--- src/rtl/poker_pkg.sv ---
// -----------------------------------------------------------------------------
// poker_pkg
// Shared types and constants for the card-dealing datapath.
//   card_t       : 6-bit card, {suit[5:4], rank[3:0]}
//   suit_t/rank_t: field types of card_t
//   RANK_MIN/MAX : legal rank range (ace = 1 .. king = 13)
//   NUM_SLOTS    : default number of hand slots
//   deal_state_t : deal controller FSM states
// -----------------------------------------------------------------------------
package poker_pkg;

    typedef logic [1:0] suit_t;
    typedef logic [3:0] rank_t;

    typedef struct packed {
        suit_t suit;
        rank_t rank;
    } card_t;

    localparam rank_t RANK_MIN  = 4'd1;
    localparam rank_t RANK_MAX  = 4'd13;
    localparam int    NUM_SLOTS = 5;

    typedef enum logic [1:0] {
        ST_IDLE  = 2'd0,
        ST_CLEAR = 2'd1,
        ST_DEAL  = 2'd2,
        ST_DONE  = 2'd3
    } deal_state_t;

endpackage

--- src/rtl/card_checker.sv ---
// -----------------------------------------------------------------------------
// card_checker
// Purely combinational legality check for an offered card.
// Ports:
//   card_i       : offered card
//   shadow_i     : copies of the cards already stored in the hand
//   shadow_vld_i : per-slot flag, shadow_i[n] holds a card of this deal
//   rank_ok_o    : rank lies within RANK_MIN..RANK_MAX
//   dup_o        : card equals some valid shadow entry
// -----------------------------------------------------------------------------
module card_checker #(
    parameter int NUM_SLOTS = poker_pkg::NUM_SLOTS
) (
    input  poker_pkg::card_t                 card_i,
    input  poker_pkg::card_t [NUM_SLOTS-1:0] shadow_i,
    input  logic             [NUM_SLOTS-1:0] shadow_vld_i,
    output logic                             rank_ok_o,
    output logic                             dup_o
);
    import poker_pkg::*;

    always_comb begin
        rank_ok_o = (card_i.rank >= RANK_MIN) && (card_i.rank <= RANK_MAX);
        dup_o     = 1'b0;
        for (int i = 0; i < NUM_SLOTS; i++) begin
            if (shadow_vld_i[i] && (shadow_i[i] == card_i)) begin
                dup_o = 1'b1;
            end
        end
    end

endmodule

--- src/rtl/deal_controller.sv ---
// -----------------------------------------------------------------------------
// deal_controller
// Sequences one deal: zero the hand memory slot by slot, then accept cards
// from a valid/ready deck source, dropping illegal ranks and duplicates,
// until the hand is full.
// Ports:
//   clk, rst           : clock, synchronous active-high reset
//   start, abort       : begin a new deal / abandon the current one
//   card_valid/ready   : deck handshake, card_data carries the offered card
//   card_reject        : offered card dropped in this handshake cycle
//   mem_we/waddr/wdata : write port of the hand memory
//   slot_count         : cards accepted in this deal
//   busy, deal_done    : in CLEAR/DEAL, in DONE
//   reject_count       : saturating count of dropped cards since start
// -----------------------------------------------------------------------------
module deal_controller #(
    parameter int NUM_SLOTS = poker_pkg::NUM_SLOTS,
    parameter int REJ_W     = 4
) (
    input  logic             clk,
    input  logic             rst,
    input  logic             start,
    input  logic             abort,
    input  logic             card_valid,
    input  logic [5:0]       card_data,
    output logic             card_ready,
    output logic             card_reject,
    output logic             mem_we,
    output logic [2:0]       mem_waddr,
    output logic [5:0]       mem_wdata,
    output logic [2:0]       slot_count,
    output logic             busy,
    output logic             deal_done,
    output logic [REJ_W-1:0] reject_count
);
    import poker_pkg::*;

    localparam logic [2:0] LAST_SLOT = 3'(NUM_SLOTS - 1);

    function automatic logic [REJ_W-1:0] sat_inc(input logic [REJ_W-1:0] v);
        if (&v) begin
            return v;
        end
        return v + 1'b1;
    endfunction

    deal_state_t            state_q, state_d;
    logic [2:0]             clr_cnt_q, clr_cnt_d;
    logic [2:0]             slot_cnt_q, slot_cnt_d;
    logic [REJ_W-1:0]       rej_cnt_q, rej_cnt_d;
    card_t [NUM_SLOTS-1:0]  shadow_q;
    logic [NUM_SLOTS-1:0]   shadow_vld_q, shadow_vld_d;

    logic                   shadow_we;
    logic                   ready_c;
    logic                   handshake;
    logic                   rank_ok;
    logic                   dup_hit;
    logic                   we_c;
    logic [2:0]             waddr_c;
    logic [5:0]             wdata_c;
    logic                   reject_c;
    card_t                  card_in;

    assign card_in   = card_t'(card_data);
    // Ready is a function of state alone so the source may wait on it.
    assign ready_c   = (state_q == ST_DEAL);
    assign handshake = card_valid & ready_c;

    card_checker #(
        .NUM_SLOTS (NUM_SLOTS)
    ) u_card_checker (
        .card_i       (card_in),
        .shadow_i     (shadow_q),
        .shadow_vld_i (shadow_vld_q),
        .rank_ok_o    (rank_ok),
        .dup_o        (dup_hit)
    );

    always_comb begin
        state_d      = state_q;
        clr_cnt_d    = clr_cnt_q;
        slot_cnt_d   = slot_cnt_q;
        rej_cnt_d    = rej_cnt_q;
        shadow_vld_d = shadow_vld_q;
        shadow_we    = 1'b0;
        we_c         = 1'b0;
        waddr_c      = 3'd0;
        wdata_c      = 6'd0;
        reject_c     = 1'b0;

        case (state_q)
            ST_IDLE, ST_DONE: begin
                // abort wins over a simultaneous start
                if (abort) begin
                    state_d = ST_IDLE;
                end else if (start) begin
                    state_d      = ST_CLEAR;
                    clr_cnt_d    = 3'd0;
                    slot_cnt_d   = 3'd0;
                    rej_cnt_d    = '0;
                    shadow_vld_d = '0;
                end
            end
            ST_CLEAR: begin
                if (abort) begin
                    state_d = ST_IDLE;
                end else begin
                    we_c      = 1'b1;
                    waddr_c   = clr_cnt_q;
                    clr_cnt_d = clr_cnt_q + 3'd1;
                    if (clr_cnt_q == LAST_SLOT) begin
                        state_d = ST_DEAL;
                    end
                end
            end
            ST_DEAL: begin
                // An aborted cycle neither writes nor counts the offered card.
                if (abort) begin
                    state_d = ST_IDLE;
                end else if (handshake) begin
                    if (rank_ok && !dup_hit) begin
                        we_c                     = 1'b1;
                        waddr_c                  = slot_cnt_q;
                        wdata_c                  = card_data;
                        shadow_we                = 1'b1;
                        shadow_vld_d[slot_cnt_q] = 1'b1;
                        slot_cnt_d               = slot_cnt_q + 3'd1;
                        if (slot_cnt_q == LAST_SLOT) begin
                            state_d = ST_DONE;
                        end
                    end else begin
                        reject_c  = 1'b1;
                        rej_cnt_d = sat_inc(rej_cnt_q);
                    end
                end
            end
            default: begin
                state_d = ST_IDLE;
            end
        endcase
    end

    always_ff @(posedge clk) begin
        if (rst) begin
            state_q      <= ST_IDLE;
            clr_cnt_q    <= 3'd0;
            slot_cnt_q   <= 3'd0;
            rej_cnt_q    <= '0;
            shadow_vld_q <= '0;
        end else begin
            state_q      <= state_d;
            clr_cnt_q    <= clr_cnt_d;
            slot_cnt_q   <= slot_cnt_d;
            rej_cnt_q    <= rej_cnt_d;
            shadow_vld_q <= shadow_vld_d;
        end
    end

    // Shadow card values are only meaningful where shadow_vld_q is set,
    // so they carry no reset.
    always_ff @(posedge clk) begin
        if (shadow_we) begin
            shadow_q[slot_cnt_q] <= card_in;
        end
    end

    // Outputs are forced low while rst is held, not just after the edge.
    assign card_ready   = ~rst & ready_c;
    assign card_reject  = ~rst & reject_c;
    assign mem_we       = ~rst & we_c;
    assign mem_waddr    = rst ? 3'd0 : waddr_c;
    assign mem_wdata    = rst ? 6'd0 : wdata_c;
    assign slot_count   = rst ? 3'd0 : slot_cnt_q;
    assign busy         = ~rst & ((state_q == ST_CLEAR) || (state_q == ST_DEAL));
    assign deal_done    = ~rst & (state_q == ST_DONE);
    assign reject_count = rst ? '0 : rej_cnt_q;

endmodule
--- config.mk ---
export PLATFORM = sky130hd
export DESIGN_NAME = deal_controller
export DESIGN_NICKNAME = d
export VERILOG_FILES = /design/src/rtl/poker_pkg.sv /design/src/rtl/card_checker.sv /design/src/rtl/deal_controller.sv
export SDC_FILE = /design/constraint.sdc
export NUM_CORES = 1
export LEC_CHECK = 0
export ABC_AREA = 1
export CORE_MARGIN = 4
export CORE_UTILIZATION = 30
export CTS_CLUSTER_SIZE = 20
export DETAILED_ROUTE_END_ITERATION = 12
export HOLD_SLACK_MARGIN = 0.02
export PLACE_DENSITY = 0.49
export SETUP_SLACK_MARGIN = 0.1
export SYNTH_ARGS = -nofsm -noshare
export SYNTH_HDL_FRONTEND = slang
export SYNTH_HIERARCHICAL = 1
export SYNTH_SLANG_ARGS = --single-unit
--- constraint.sdc ---
create_clock -name clk -period 4.8 [get_ports clk]
set_input_delay 0.96 -clock clk [delete_from_list [all_inputs] [get_ports clk]]
set_output_delay 0.96 -clock clk [all_outputs]
set_load 0.005 [all_outputs]
### Yosys cells after proc, flatten, opt, wreduce, memory -nomap -nowiden

Index checks and enable logic that the tools add are counted.

* register bits: 47
* input port bits: 11
* output and inout port bits: 21
* logic and storage cells: 140

* add/subtract/negate cells: 3
* magnitude comparators: 4
* equal/unequal tests: 23
* mux-type cells: 68
* bitwise operators: 8
* reduce and logical (&&, ||, !) cells: 19

Operators by type and width (number)
* two-way mux 3 bit: 12
* two-way mux 6 bit: 6
* bitwise mux 30 bit: 1
* equality test 6 bit: 5
* two-way mux 4 bit: 7
* two-way mux 5 bit: 5
* two-way mux 1 bit: 20
* demux 6 bit (select 3 bit): 1
* one-hot mux 3 bit (2 select lines): 3
* two-way mux 2 bit: 8
* != test 2 bit (second input constant): 5
* one-hot mux 5 bit (2 select lines): 1
* != test 3 x 2 -> 1 bit (second input constant): 3
* != test 3 bit (second input constant): 3
* logical AND 1 bit: 8
* one-hot mux 4 bit (2 select lines): 1
* AND reduction 4 bit: 2
* AND reduction 7 bit: 1
* adder 3 x 1 -> 3 bit (second input constant): 2
* bitwise AND 1 bit: 6
* equality test 3 bit (second input constant): 2
* one-hot mux 2 bit (3 select lines): 1
* AND reduction 6 bit: 1
* bitwise OR 5 bit: 1
* 17 further kinds: 20

### Logic depth before layout (Yosys ltp)

* depth after elaboration: 18
* depth in mapped cells: 18
* mapped depth without buffers: 17

### Cells and area by module

Netlist, hierarchy kept.

By module, submodules not included
* deal_controller: times used 1, cells an instance 244, area each 2170.8 um^2, sequential area each 1241.2 um^2
* card_checker: times used 1, cells an instance 139, area each 586.8 um^2, sequential area each 0.0 um^2

### Worst setup path before layout

Ideal clock, no wire load.

* path kind: input port to output port
* from: in card_data[2]
* to: out mem_wdata[0]
* arrival time: 2.232 ns
* setup slack: 1.608 ns
* stages on the path: 14
* path through: buf_4 > inv_2 > nand2_1 > nand2_1 > nor2_2 > nand2_1 > nor2_1 > nor2_1 > nand3_1 > nor2_1 > nand2_2 > nor2_4 > nand2_1 > nor2_1

* longest elaborated chain between the ends: 14
* elaborated cells between the ends (all ways): 25
* classes of those cells: 2 x order compare; 5 x eq/ne; 10 x mux; 8 x reduce/logical

RTL lines
* from (decl): line deal_controller.sv:25 `input logic [5:0] card_data,`
* equality test 6 bit: line card_checker.sv:26 `if (shadow_vld_i[i] && (shadow_i[i] == card_i)) begin`
* logical AND 1 bit: line card_checker.sv:26
* two-way mux 1 bit (4 in a row): line card_checker.sv:26
* two-way mux 1 bit (*): line card_checker.sv:26
* named net dup_hit: line deal_controller.sv:58 `logic dup_hit;`
* logical NOT 1 bit (*): line deal_controller.sv:122 `if (rank_ok && !dup_hit) begin`
* logical AND 1 bit (*): line deal_controller.sv:122
* two-way mux 6 bit (*): line deal_controller.sv:122
* two-way mux 6 bit (*): line deal_controller.sv:121 `end else if (handshake) begin`
* two-way mux 6 bit (*): line deal_controller.sv:119 `if (abort) begin`
* two-way mux 6 bit (*): line deal_controller.sv:92 `case (state_q)`
* two-way mux 6 bit (*): line deal_controller.sv:173 `assign mem_wdata = rst ? 6'd0 : wdata_c;`
* to (decl): line deal_controller.sv:30 `output logic [5:0] mem_wdata,`

The timed path passes the listed nets; every way through them passes the cells marked *.

### Worst setup path in the final report

* from: in card_data[5]
* to: out mem_wdata[0]

Same word-level chain as after synthesis.

==> results.ini <==
[status]
status=complete, no violations

[timing]
maxSlewViolCount=0
max_freq_mhz=226
fin_worst_skew_ns=0.0144
maxSlewHeadroom=0.677
tightestPinTransition_ns=0.484
hold_viol=0
rsz0062_at_grt=no
fin_crit_sh=0.923
final.setup.tns_ns=0
setup_slack_ns=0.372
min_period_ns=4.43
setup-violations-final=0

[finish]
final_cell_area_um2=3360
drive_above_1_share=0.103
area_delta_synth_final_pct=21.9
final_util=0.380
fin_nets=447
antennaDiodeCount=0

[grt]
antenna_found_initial=0
grtUsageTotal=0.133
overflow=0
grt_max_degree=16
first_global_vias=2250
grt_pass1_wl_um=11600

[route]
wire_per_inst_um=12.9
postRouteAntennaNets=0
vias=2325
drtIter0Drc=95
dr.pass1.iters=4
via_per_inst=4.33
drc=0
wirelength_um=6920

[clock_tree]
clockRootBuffer=clkbuf_8
path_clk_slew_ns=0.09
clock_latency_ns=0.30
post_cts_buffers=0
cts_resized=0
cts_hold_buf=0
cts_buffers=5
tritoncts=done
cts_htree_levels=2
clock_tree.buffer_depth=2
clock_sinks=47

[min_path]
hold_path_startpoint=clr_cnt_q[0]$_SDFFE_PP0P_
min_to=clr_cnt_q[0]$_SDFFE_PP0P_
holdPathStages=1
hp-class=reg -> reg

[logic_synthesis]
async_flop_share=0
synth_area_leaders=edfxtp_1 33%, nand2_1 16%, dfxtp_1 12%
syn_nets=402
synth-edff-count=30
synth.avg_cell_area_um2=7.20
yosysWarnings=6
netlist_area_um2=2760
netlist_instances=383
synthFlopType=edfxtp_1
seq_area_frac_synth=0.450
yosysUniqueCellTypes=33
synth_common_cells=119 x nand2_1, 70 x inv_1, 57 x nor2_1, 30 x edfxtp_1, 17 x dfxtp_1
yosys.area.top_type=edfxtp_1
synth_top_cell_area_share=0.327
ys_ff_latch=47
yosysMostFrequentCell=nand2_1

[critical_path]
r2r-start=shadow_q[4]$_DFFE_PP_
r2r_setup_slack_ns=2.55
reg2regPathDepth=15
rr_endpoint=shadow_q[25]$_DFFE_PP_
end_kind=output port
worstSetupStartpointType=primary input
cp_max_fo=7
critPathKind=in -> out
cp.arrival_ns=3.47
required_ns=3.84

[placement]
gp_congestion=0.826
post-place-ws_ns=0.178
place.detailed.hpwl_um=5320
placed_area_um2=3260
portBuffers=31

[die]
die_width_um=104
coreArea_um2=8850
ios=32
start_util=0.312
die_area_um2=10800
rows=34
die_h_um=104

[pwr]
leakage_nw=1.59
finalPower_mw=0.950
p_per_area_nw_per_um2=283
max-vdd-ir-drop_v=0.000125

[run]
cap_violations=0

[power breakdown]
group | internal, mW | switching, mW | total [mW]
clock network | 0.105 | 0.138 | 0.243
logic | 0.0853 | 0.151 | 0.236
registers | 0.449 | 0.0227 | 0.471
total | 0.639 | 0.312 | 0.950
[cell families after synthesis]
family,after synthesis,synth area share
AOI/OAI and AO/OA,25,0.0549
xor gates and xnor gates,3,0.00953
adders and majority gates,8,0.0363
buffers and inverters,82,0.113
DFF,47,0.450
and+or+nand+nor,218,0.336
[flip-flops by register name, summed over array words and instances (netlist names)]
name,count
shadow_q,30
shadow_vld_q,5
rej_cnt_q,4
clr_cnt_q,3
slot_cnt_q,3
state_q,2
[through the flow]
stage	hold slack, ns	cells
2_1_floorplan	0.459	383
3_3_place_gp	0.496	529
3_5_place_dp	0.499	529
4_1_cts	0.519	537
5_1_grt	0.540	537
6_report	0.512	537
[metal layers]
| metal | vias to the layer above | wire [µm] | track usage |
|---|---|---|---|
| met5 | - | 0 | 0 |
| met4 | 0 | 74 | 0.0342 |
| met3 | 7 | 206 | 0.0261 |
| met2 | 35 | 2940 | 0.199 |
| met1 | 1026 | 3700 | 0.197 |
| li1 | 1257 | - | - |
[critical path, stage by stage]
cell             delay (ns)
clkdlybuf4s50_1        0.50
buf_4                  0.21
nand2_1                0.05
nand2_1                0.09
nand3_1                0.12
nor2_2                 0.05
nor2_1                 0.09
nand3_1                0.13
nor2_2                 0.19
nand2_2                0.10
nor2_4                 0.09
nand2_1                0.16
nor2_1                 0.18
clkdlybuf4s50_1        0.54
[cells in the final DEF, fill, tap and decap left out]
master / n
o21ai_0: 4
o211ai_1: 2
inv_6: 1
nand3b_1: 1
a22oi_1: 3
nor3_1: 6
inv_1: 70
clkinvlp_4: 1
o31ai_1: 1
nand4_1: 2
clkbuf_1: 1
nand2_1: 119
or2_0: 1
nor4_2: 1
dfxtp_1: 17
a21oi_1: 8
nor4_1: 1
and2_1: 1
xor2_1: 1
buf_4: 10
nor2_4: 2
inv_2: 9
clkbuf_8: 5
a21boi_0: 1
dlymetal6s2s_1: 3
o21ai_1: 4
a21boi_1: 1
nand2_4: 2
xnor2_1: 2
a21boi_2: 1
nand3_1: 14
nand2_2: 8
clkdlybuf4s50_1: 28
edfxtp_1: 30
nor2_2: 4
nor2_1: 56
ha_1: 8
[final cells by class]
class | instances | area (µm²)
clock buffers | 6 | 72.6
clock inverters | 2 | 16.3
fillers | 971 | 5490
inverters | 79 | 297
multi-input cells | 254 | 1210
flip-flops and latches | 47 | 1240
well taps | 108 | 135
repair buffers | 41 | 393
[worst max path at each step]
| stage | to | cells past startpoint | from |
|---|---|---|---|
| global placement | mem_wdata[0] | 14 | card_data[3] |
| finish | mem_wdata[0] | 14 | card_data[5] |
| detailed placement | mem_wdata[0] | 14 | card_data[3] |
| global route | mem_waddr[0] | 16 | card_data[5] |
| floorplan | mem_wdata[0] | 14 | card_data[2] |
| CTS | mem_wdata[0] | 14 | card_data[3] |
Power figures use the tool's default switching activity.
